[config.mk]
export PLATFORM = sky130hd
export DESIGN_NAME = cpu_host_loader
export DESIGN_NICKNAME = d
export VERILOG_FILES = /design/src/rtl/cpu_loader_pkg.sv /design/src/rtl/loader_shift_reg.sv /design/src/rtl/cpu_host_loader.sv
export SDC_FILE = /design/constraint.sdc
export NUM_CORES = 1
export LEC_CHECK = 0
export ABC_AREA = 1
export CAP_MARGIN = 5
export CORE_ASPECT_RATIO = 0.75
export CORE_MARGIN = 1.5
export CORE_UTILIZATION = 50
export CTS_BUF_LIST = sky130_fd_sc_hd__clkbuf_16
export CTS_CLUSTER_DIAMETER = 80
export CTS_CLUSTER_SIZE = 28
export DETAILED_ROUTE_END_ITERATION = 10
export GPL_TIMING_DRIVEN = 0
export PLACE_DENSITY_LB_ADDON = 0.12
export SYNTH_ARGS = -nofsm -noshare
export SYNTH_HDL_FRONTEND = slang
export SYNTH_SLANG_ARGS = --single-unit
[constraint.sdc]
create_clock -name clk -period 4.4 [get_ports clk]
set_input_delay 0.44 -clock clk [delete_from_list [all_inputs] [get_ports clk]]
set_output_delay 0.44 -clock clk [all_outputs]
set_load 0.005 [all_outputs]
[src/rtl/cpu_loader_pkg.sv]
// Shared constants and state encoding for the host-side program/data loader.
package cpu_loader_pkg;

  localparam logic [7:0] OP_LOAD_I    = 8'h01;
  localparam logic [7:0] OP_LOAD_D    = 8'h02;
  localparam logic [7:0] OP_RUN       = 8'h03;
  localparam logic [7:0] OP_DUMP_D    = 8'h04;
  localparam logic [7:0] ACK_BYTE_DEF = 8'hA5;

  typedef enum logic [3:0] {
    S_IDLE,
    S_GET_CNT,
    S_GET_DATA,
    S_WRITE,
    S_RUN,
    S_RD_REQ,
    S_RD_WAIT,
    S_SEND,
    S_ACK
  } state_e;

  function automatic logic op_known(input logic [7:0] op);
    return (op == OP_LOAD_I) || (op == OP_LOAD_D) || (op == OP_RUN) || (op == OP_DUMP_D);
  endfunction

endpackage

[src/rtl/loader_shift_reg.sv]
// 64-bit byte shifter: serial-in LSB-first for incoming fields/words,
// parallel-load then serial-out LSB-first for dumps.
module loader_shift_reg (
  input  logic        clk,
  input  logic        arst_n,
  input  logic        clr,
  input  logic        shift_in,
  input  logic [7:0]  din,
  input  logic        load,
  input  logic [63:0] pdata,
  input  logic        shift_out,
  output logic [63:0] q,
  output logic [2:0]  bcnt
);

  // New bytes enter at the top, so after k bytes the field sits in the top k bytes.
  always_ff @(posedge clk or negedge arst_n) begin
    if (!arst_n) begin
      q    <= '0;
      bcnt <= '0;
    end else if (clr) begin
      q    <= '0;
      bcnt <= '0;
    end else if (load) begin
      q    <= pdata;
      bcnt <= '0;
    end else if (shift_in) begin
      q    <= {din, q[63:8]};
      bcnt <= bcnt + 3'd1;
    end else if (shift_out) begin
      q    <= {8'h00, q[63:8]};
      bcnt <= bcnt + 3'd1;
    end
  end

endmodule

[src/rtl/cpu_host_loader.sv]
// Byte-stream command engine that loads instruction/data memories, runs the
// core for a fixed cycle count, and dumps data memory back out.
module cpu_host_loader
  import cpu_loader_pkg::*;
#(
  parameter int         CNT_W    = 16,
  parameter int         RUN_W    = 32,
  parameter logic [7:0] ACK_BYTE = ACK_BYTE_DEF
) (
  input  logic        clk,
  input  logic        arst_n,
  input  logic        s_valid,
  input  logic [7:0]  s_data,
  output logic        s_ready,
  output logic        m_valid,
  output logic [7:0]  m_data,
  input  logic        m_ready,
  output logic        cpu_enable,
  output logic [63:0] addr_ext,
  output logic        wen_ext,
  output logic        ren_ext,
  output logic [31:0] wdata_ext,
  input  logic [31:0] rdata_ext,
  output logic [63:0] addr_ext_2,
  output logic        wen_ext_2,
  output logic        ren_ext_2,
  output logic [63:0] wdata_ext_2,
  input  logic [63:0] rdata_ext_2,
  output logic        busy,
  output logic        err
);

  state_e           state, state_nx;
  logic [7:0]       op;
  logic [CNT_W-1:0] cnt, idx;
  logic [RUN_W-1:0] run_cnt;

  logic [63:0] sr_q;
  logic [2:0]  sr_bcnt;
  logic        sr_clr, sr_shift_in, sr_load, sr_shift_out;

  logic             acc, fld_last, word_last, last_idx;
  logic [CNT_W-1:0] cnt_fld;
  logic [RUN_W-1:0] run_fld;
  logic             op_ld, err_set, cnt_ld, run_ld, run_dec, idx_inc;

  logic unused_rdata;
  assign unused_rdata = ^rdata_ext;

  assign acc       = s_valid && s_ready;
  // Completed fields are assembled from the held bytes plus the byte on the bus.
  assign cnt_fld   = CNT_W'({s_data, sr_q[63:56]});
  assign run_fld   = RUN_W'({s_data, sr_q[63:40]});
  assign fld_last  = (sr_bcnt == ((op == OP_RUN) ? 3'd3 : 3'd1));
  assign word_last = (sr_bcnt == ((op == OP_LOAD_I) ? 3'd3 : 3'd7));
  assign last_idx  = (idx == cnt - CNT_W'(1));

  loader_shift_reg u_sr (
    .clk       (clk),
    .arst_n    (arst_n),
    .clr       (sr_clr),
    .shift_in  (sr_shift_in),
    .din       (s_data),
    .load      (sr_load),
    .pdata     (rdata_ext_2),
    .shift_out (sr_shift_out),
    .q         (sr_q),
    .bcnt      (sr_bcnt)
  );

  always_ff @(posedge clk or negedge arst_n) begin
    if (!arst_n) state <= S_IDLE;
    else         state <= state_nx;
  end

  always_comb begin
    state_nx     = state;
    s_ready      = 1'b0;
    m_valid      = 1'b0;
    m_data       = 8'h00;
    cpu_enable   = 1'b0;
    wen_ext      = 1'b0;
    wen_ext_2    = 1'b0;
    ren_ext_2    = 1'b0;
    sr_clr       = 1'b0;
    sr_shift_in  = 1'b0;
    sr_load      = 1'b0;
    sr_shift_out = 1'b0;
    op_ld        = 1'b0;
    err_set      = 1'b0;
    cnt_ld       = 1'b0;
    run_ld       = 1'b0;
    run_dec      = 1'b0;
    idx_inc      = 1'b0;
    case (state)
      S_IDLE: begin
        s_ready = 1'b1;
        sr_clr  = 1'b1;
        if (acc) begin
          if (op_known(s_data)) begin
            op_ld    = 1'b1;
            state_nx = S_GET_CNT;
          end else begin
            err_set = 1'b1;
          end
        end
      end
      S_GET_CNT: begin
        s_ready = 1'b1;
        if (acc) begin
          if (fld_last) begin
            sr_clr = 1'b1;
            if (op == OP_RUN) begin
              run_ld   = 1'b1;
              state_nx = (run_fld == '0) ? S_ACK : S_RUN;
            end else begin
              cnt_ld = 1'b1;
              if (cnt_fld == '0)        state_nx = S_ACK;
              else if (op == OP_DUMP_D) state_nx = S_RD_REQ;
              else                      state_nx = S_GET_DATA;
            end
          end else begin
            sr_shift_in = 1'b1;
          end
        end
      end
      S_GET_DATA: begin
        s_ready = 1'b1;
        if (acc) begin
          sr_shift_in = 1'b1;
          if (word_last) state_nx = S_WRITE;
        end
      end
      S_WRITE: begin
        wen_ext   = (op == OP_LOAD_I);
        wen_ext_2 = (op == OP_LOAD_D);
        sr_clr    = 1'b1;
        idx_inc   = 1'b1;
        state_nx  = last_idx ? S_ACK : S_GET_DATA;
      end
      S_RUN: begin
        cpu_enable = 1'b1;
        run_dec    = 1'b1;
        if (run_cnt == RUN_W'(1)) state_nx = S_ACK;
      end
      S_RD_REQ: begin
        ren_ext_2 = 1'b1;
        state_nx  = S_RD_WAIT;
      end
      S_RD_WAIT: begin
        sr_load  = 1'b1;
        state_nx = S_SEND;
      end
      S_SEND: begin
        m_valid = 1'b1;
        m_data  = sr_q[7:0];
        if (m_ready) begin
          sr_shift_out = 1'b1;
          if (sr_bcnt == 3'd7) begin
            idx_inc  = 1'b1;
            state_nx = last_idx ? S_ACK : S_RD_REQ;
          end
        end
      end
      S_ACK: begin
        m_valid = 1'b1;
        m_data  = ACK_BYTE;
        if (m_ready) state_nx = S_IDLE;
      end
      default: state_nx = S_IDLE;
    endcase
  end

  always_ff @(posedge clk or negedge arst_n) begin
    if (!arst_n) begin
      op      <= 8'h00;
      cnt     <= '0;
      idx     <= '0;
      run_cnt <= '0;
      err     <= 1'b0;
    end else begin
      if (op_ld)   op  <= s_data;
      if (err_set) err <= 1'b1;
      if (cnt_ld) begin
        cnt <= cnt_fld;
        idx <= '0;
      end else if (idx_inc) begin
        idx <= idx + CNT_W'(1);
      end
      if (run_ld)       run_cnt <= run_fld;
      else if (run_dec) run_cnt <= run_cnt - RUN_W'(1);
    end
  end

  assign busy        = (state != S_IDLE);
  assign ren_ext     = 1'b0;
  assign addr_ext    = {{(62-CNT_W){1'b0}}, idx, 2'b00};
  assign addr_ext_2  = {{(61-CNT_W){1'b0}}, idx, 3'b000};
  assign wdata_ext   = sr_q[63:32];
  assign wdata_ext_2 = sr_q;

endmodule
==> qor.csv <==
stage,metric,value,unit
status,status,"finished, final reports clean",
setup_path,end_kind,primary output,
final_layout,area_growth,36.01,%
logic_synthesis,ys_seq_area_frac,0.3699,
timing,finClkSkew,0.009051,ns
timing,slew_headroom,0.4820,
global_routing,grt_pass1_wl,47370,um
final_layout,final_area,13250,um^2
drt,wl_met2,14110,um
drt,top_layer_used,met4,
logic_synthesis,yosysMostFrequentCell,nand2_1,
timing,rsz0062_at_grt,false,
min_path,min_path_type,primary input to asynchronous set/reset pin,
logic_synthesis,yosysUniqueCellTypes,43,
placement,globalplace.congestion,0.9571,
setup_path,crit_start,state[1],
power_and_ir_drop,p_sw,2.395,mW
final_layout,nFillCells,1580,
die,ioPinCount,349,
logic_synthesis,synth_common_cells,"378 x nand2_1, 151 x buf_4, 144 x dfrtp_1",
setup_path,criticalPathCategory,register to primary output,
power_and_ir_drop,p_int,3.710,mW
power_and_ir_drop,power.share.sequential,0.318,
logic_synthesis,synth_ff_type,dfrtp_1,
logic_synthesis,netlist_area,9741,um^2
drt,drc_errors,0,
timing,hold_viol,0,
setup_path,cp-start-kind,register,
die,fp.dieArea,20340,um^2
placement,portBuffers,219,
setup_path,r2r_start,cnt[0],
logic_synthesis,ys_ff_latch,144,
setup_path,critPathMaxFanout,10,
logic_synthesis,synth_area_leaders,"dfrtp_1 37%, nand2_1 15%, buf_4 12%",
setup_path,cp.arrival,2.70,ns
cts,cts_buffers,17,
placement,placed_area,12630,um^2
logic_synthesis,syn_area_per_cell,7.447,um^2
timing,totalNegativeSetupSlack,0,ns
timing,worst_pin_slew,0.7771,ns
cts,cts_max_level,4,
cts,insertion_delay,0.43,ns
cts,clock_sinks,144,
setup_path,reg2reg_to,state[2],
global_routing,grt_remaining_overflow,0,
global_routing,grt_pass1_vias,8699,
timing,fmax,318.0,MHz
cts,root_buffer,clkbuf_16,
logic_synthesis,yosys.area.top_type,dfrtp_1,
die,fp-row-count,43,
timing,final.min_clock_period,3.144,ns
drt,num_vias,9624,
power_and_ir_drop,power.total,6.106,mW
drt,dr.pass1.iters,5,
setup_path,crit_end,cpu_enable,
cts,postCtsSetupBuffers,0,
drt,drt_iter0_drc,969,
die,core,18780,um^2
cts,tritoncts,built,
power_and_ir_drop,peakVddDrop,326.8,uV
global_routing,grt_max_degree,84,
die,die_w,164.2,um
logic_synthesis,synth_top_cell_area_share,0.3699,
final_layout,antenna_cells,0,
global_routing,grtUsageTotal,0.3068,
timing,final-setup-viol-count,0,
final_layout,final_cells,1903,
drt,drt-met1-wl,13480,um
cts,cts_max_path_buffers,2,
final_layout,post_route_cells_drive_above_1_share,0.1709,
placement,dp_hpwl,23950,um
cts,hold_buffers,0,
logic_synthesis,async_reset_ff_frac,1.000,
logic_synthesis,synth_cells,1308,
power_and_ir_drop,power_density,460.9,nW/um^2
cts,path_clk_slew,0.06,ns
logic_synthesis,synth-edff-count,0,
run,drv_cap,0,
drt,antenna_left,0,
drt,routed_via_density,5.057,
drt,detail_route.wl_per_cell,16.43,um
setup_path,reg2reg_slack,2.01,ns
timing,fin_crit_sh,0.7146,
timing,drv_slew,0,
power_and_ir_drop,leakagePower,6.865,nW
final_layout,layout.nets,1757,
power_and_ir_drop,power_frac_comb,0.429,
logic_synthesis,ys_warn_count,0,
global_routing,antenna_found_initial,0,
die,die_y,123.9,um
drt,dr_wl_met3,3080,um
drt,routed_wl,31260,um
setup_path,rr_worst_depth,13,
setup_path,worstPathRequired,3.96,ns
power_and_ir_drop,pwr-share-clk,0.253,
power_and_ir_drop,p_sw_frac,0.3923,
cts,post_cts_resized,0,
die,start_util,0.5188,
timing,hold_ws,0.07192,ns
placement,dp_cells,1871,
[metrics by stage]
stage	setup slack, ns	utilization
floorplan	2.628	-
global placement	-3.007	0.6712
detailed placement	1.777	0.6727
CTS	1.306	0.7055
global route	1.247	0.7055
finish	1.256	0.7055
[routing by layer]
metal / up-vias / global-route usage
met4: 0 / 0.09034
met2: 477 / 0.4715
met1: 4480 / 0.4328
met5: - / 0
li1: 4621 / -
met3: 46 / 0.06993
[worst min path at each step]
stage            endpoint  slack [ns]  depth (start not counted)
2_1_floorplan      cnt[0]        0.14                          0
3_3_place_gp   u_sr.q[25]        0.48                          2
3_5_place_dp    u_sr.q[8]        0.49                          2
4_1_cts            idx[1]        0.11                          1
5_1_grt            idx[0]        0.14                          1
6_report           idx[1]        0.07                          1
[power groups by stage]
stage / Sequential [mW] / Combinational, mW / Clock [mW]
floorplan: 1.82 / 1.58 / 0
detailed placement: 1.95 / 2.57 / 0
global route: 1.98 / 2.88 / 1.59
global placement: 1.94 / 2.53 / 0
finish: 1.94 / 2.62 / 1.54
CTS: 1.93 / 2.59 / 1.55
[final cells by class]
class | count | area [um^2] | area share
multi-input combinational | 957 | 4736 | 0.3575
clock inverter | 15 | 191.4 | 0.01445
clock buffer | 17 | 425.4 | 0.03211
buffer | 182 | 1308 | 0.09870
tap | 247 | 309.0 | 0.02333
sequential | 144 | 3603 | 0.2720
inverter | 121 | 454.2 | 0.03428
timing repair buffer | 220 | 2221 | 0.1676
[state kept, by name, summed over array words and instances (netlist names)]
| signal | count |
|---|---|
| u_sr.bcnt | 3 |
| run_cnt | 32 |
| u_sr.q | 64 |
| idx | 16 |
| state | 4 |
| op | 8 |
| cnt | 16 |
| err | 1 |
[kinds of logic after synthesis]
family | Yosys count | share of synthesized area
compound gates | 137 | 0.09364
xor+xnor | 46 | 0.04136
fa+ha+maj | 6 | 0.007707
buf+inv | 303 | 0.1809
flops | 144 | 0.3699
mux | 1 | 0.001156
other cells | 1 | 0.0003850
simple gates | 670 | 0.3049
[worst max-delay path, cell delays in order (launching register included)]
cell	delay (ns)
dfrtp_1	0.47
nor2_1	0.17
inv_1	0.08
nor2_2	0.41
clkbuf_1	0.52
clkdlybuf4s50_1	0.62
[placed cells by master, fill, tap and decap left out, types with 26 or more instances in the layout]
cell type	count
nand2_1	378
buf_4	151
xor2_1	26
clkdlybuf4s50_1	218
nor2_1	113
inv_1	106
or2_2	45
dfrtp_1	144
conb_1	97
nand3_1	54
o211ai_1	75
Note: power is estimated with default switching activity, not from simulation.
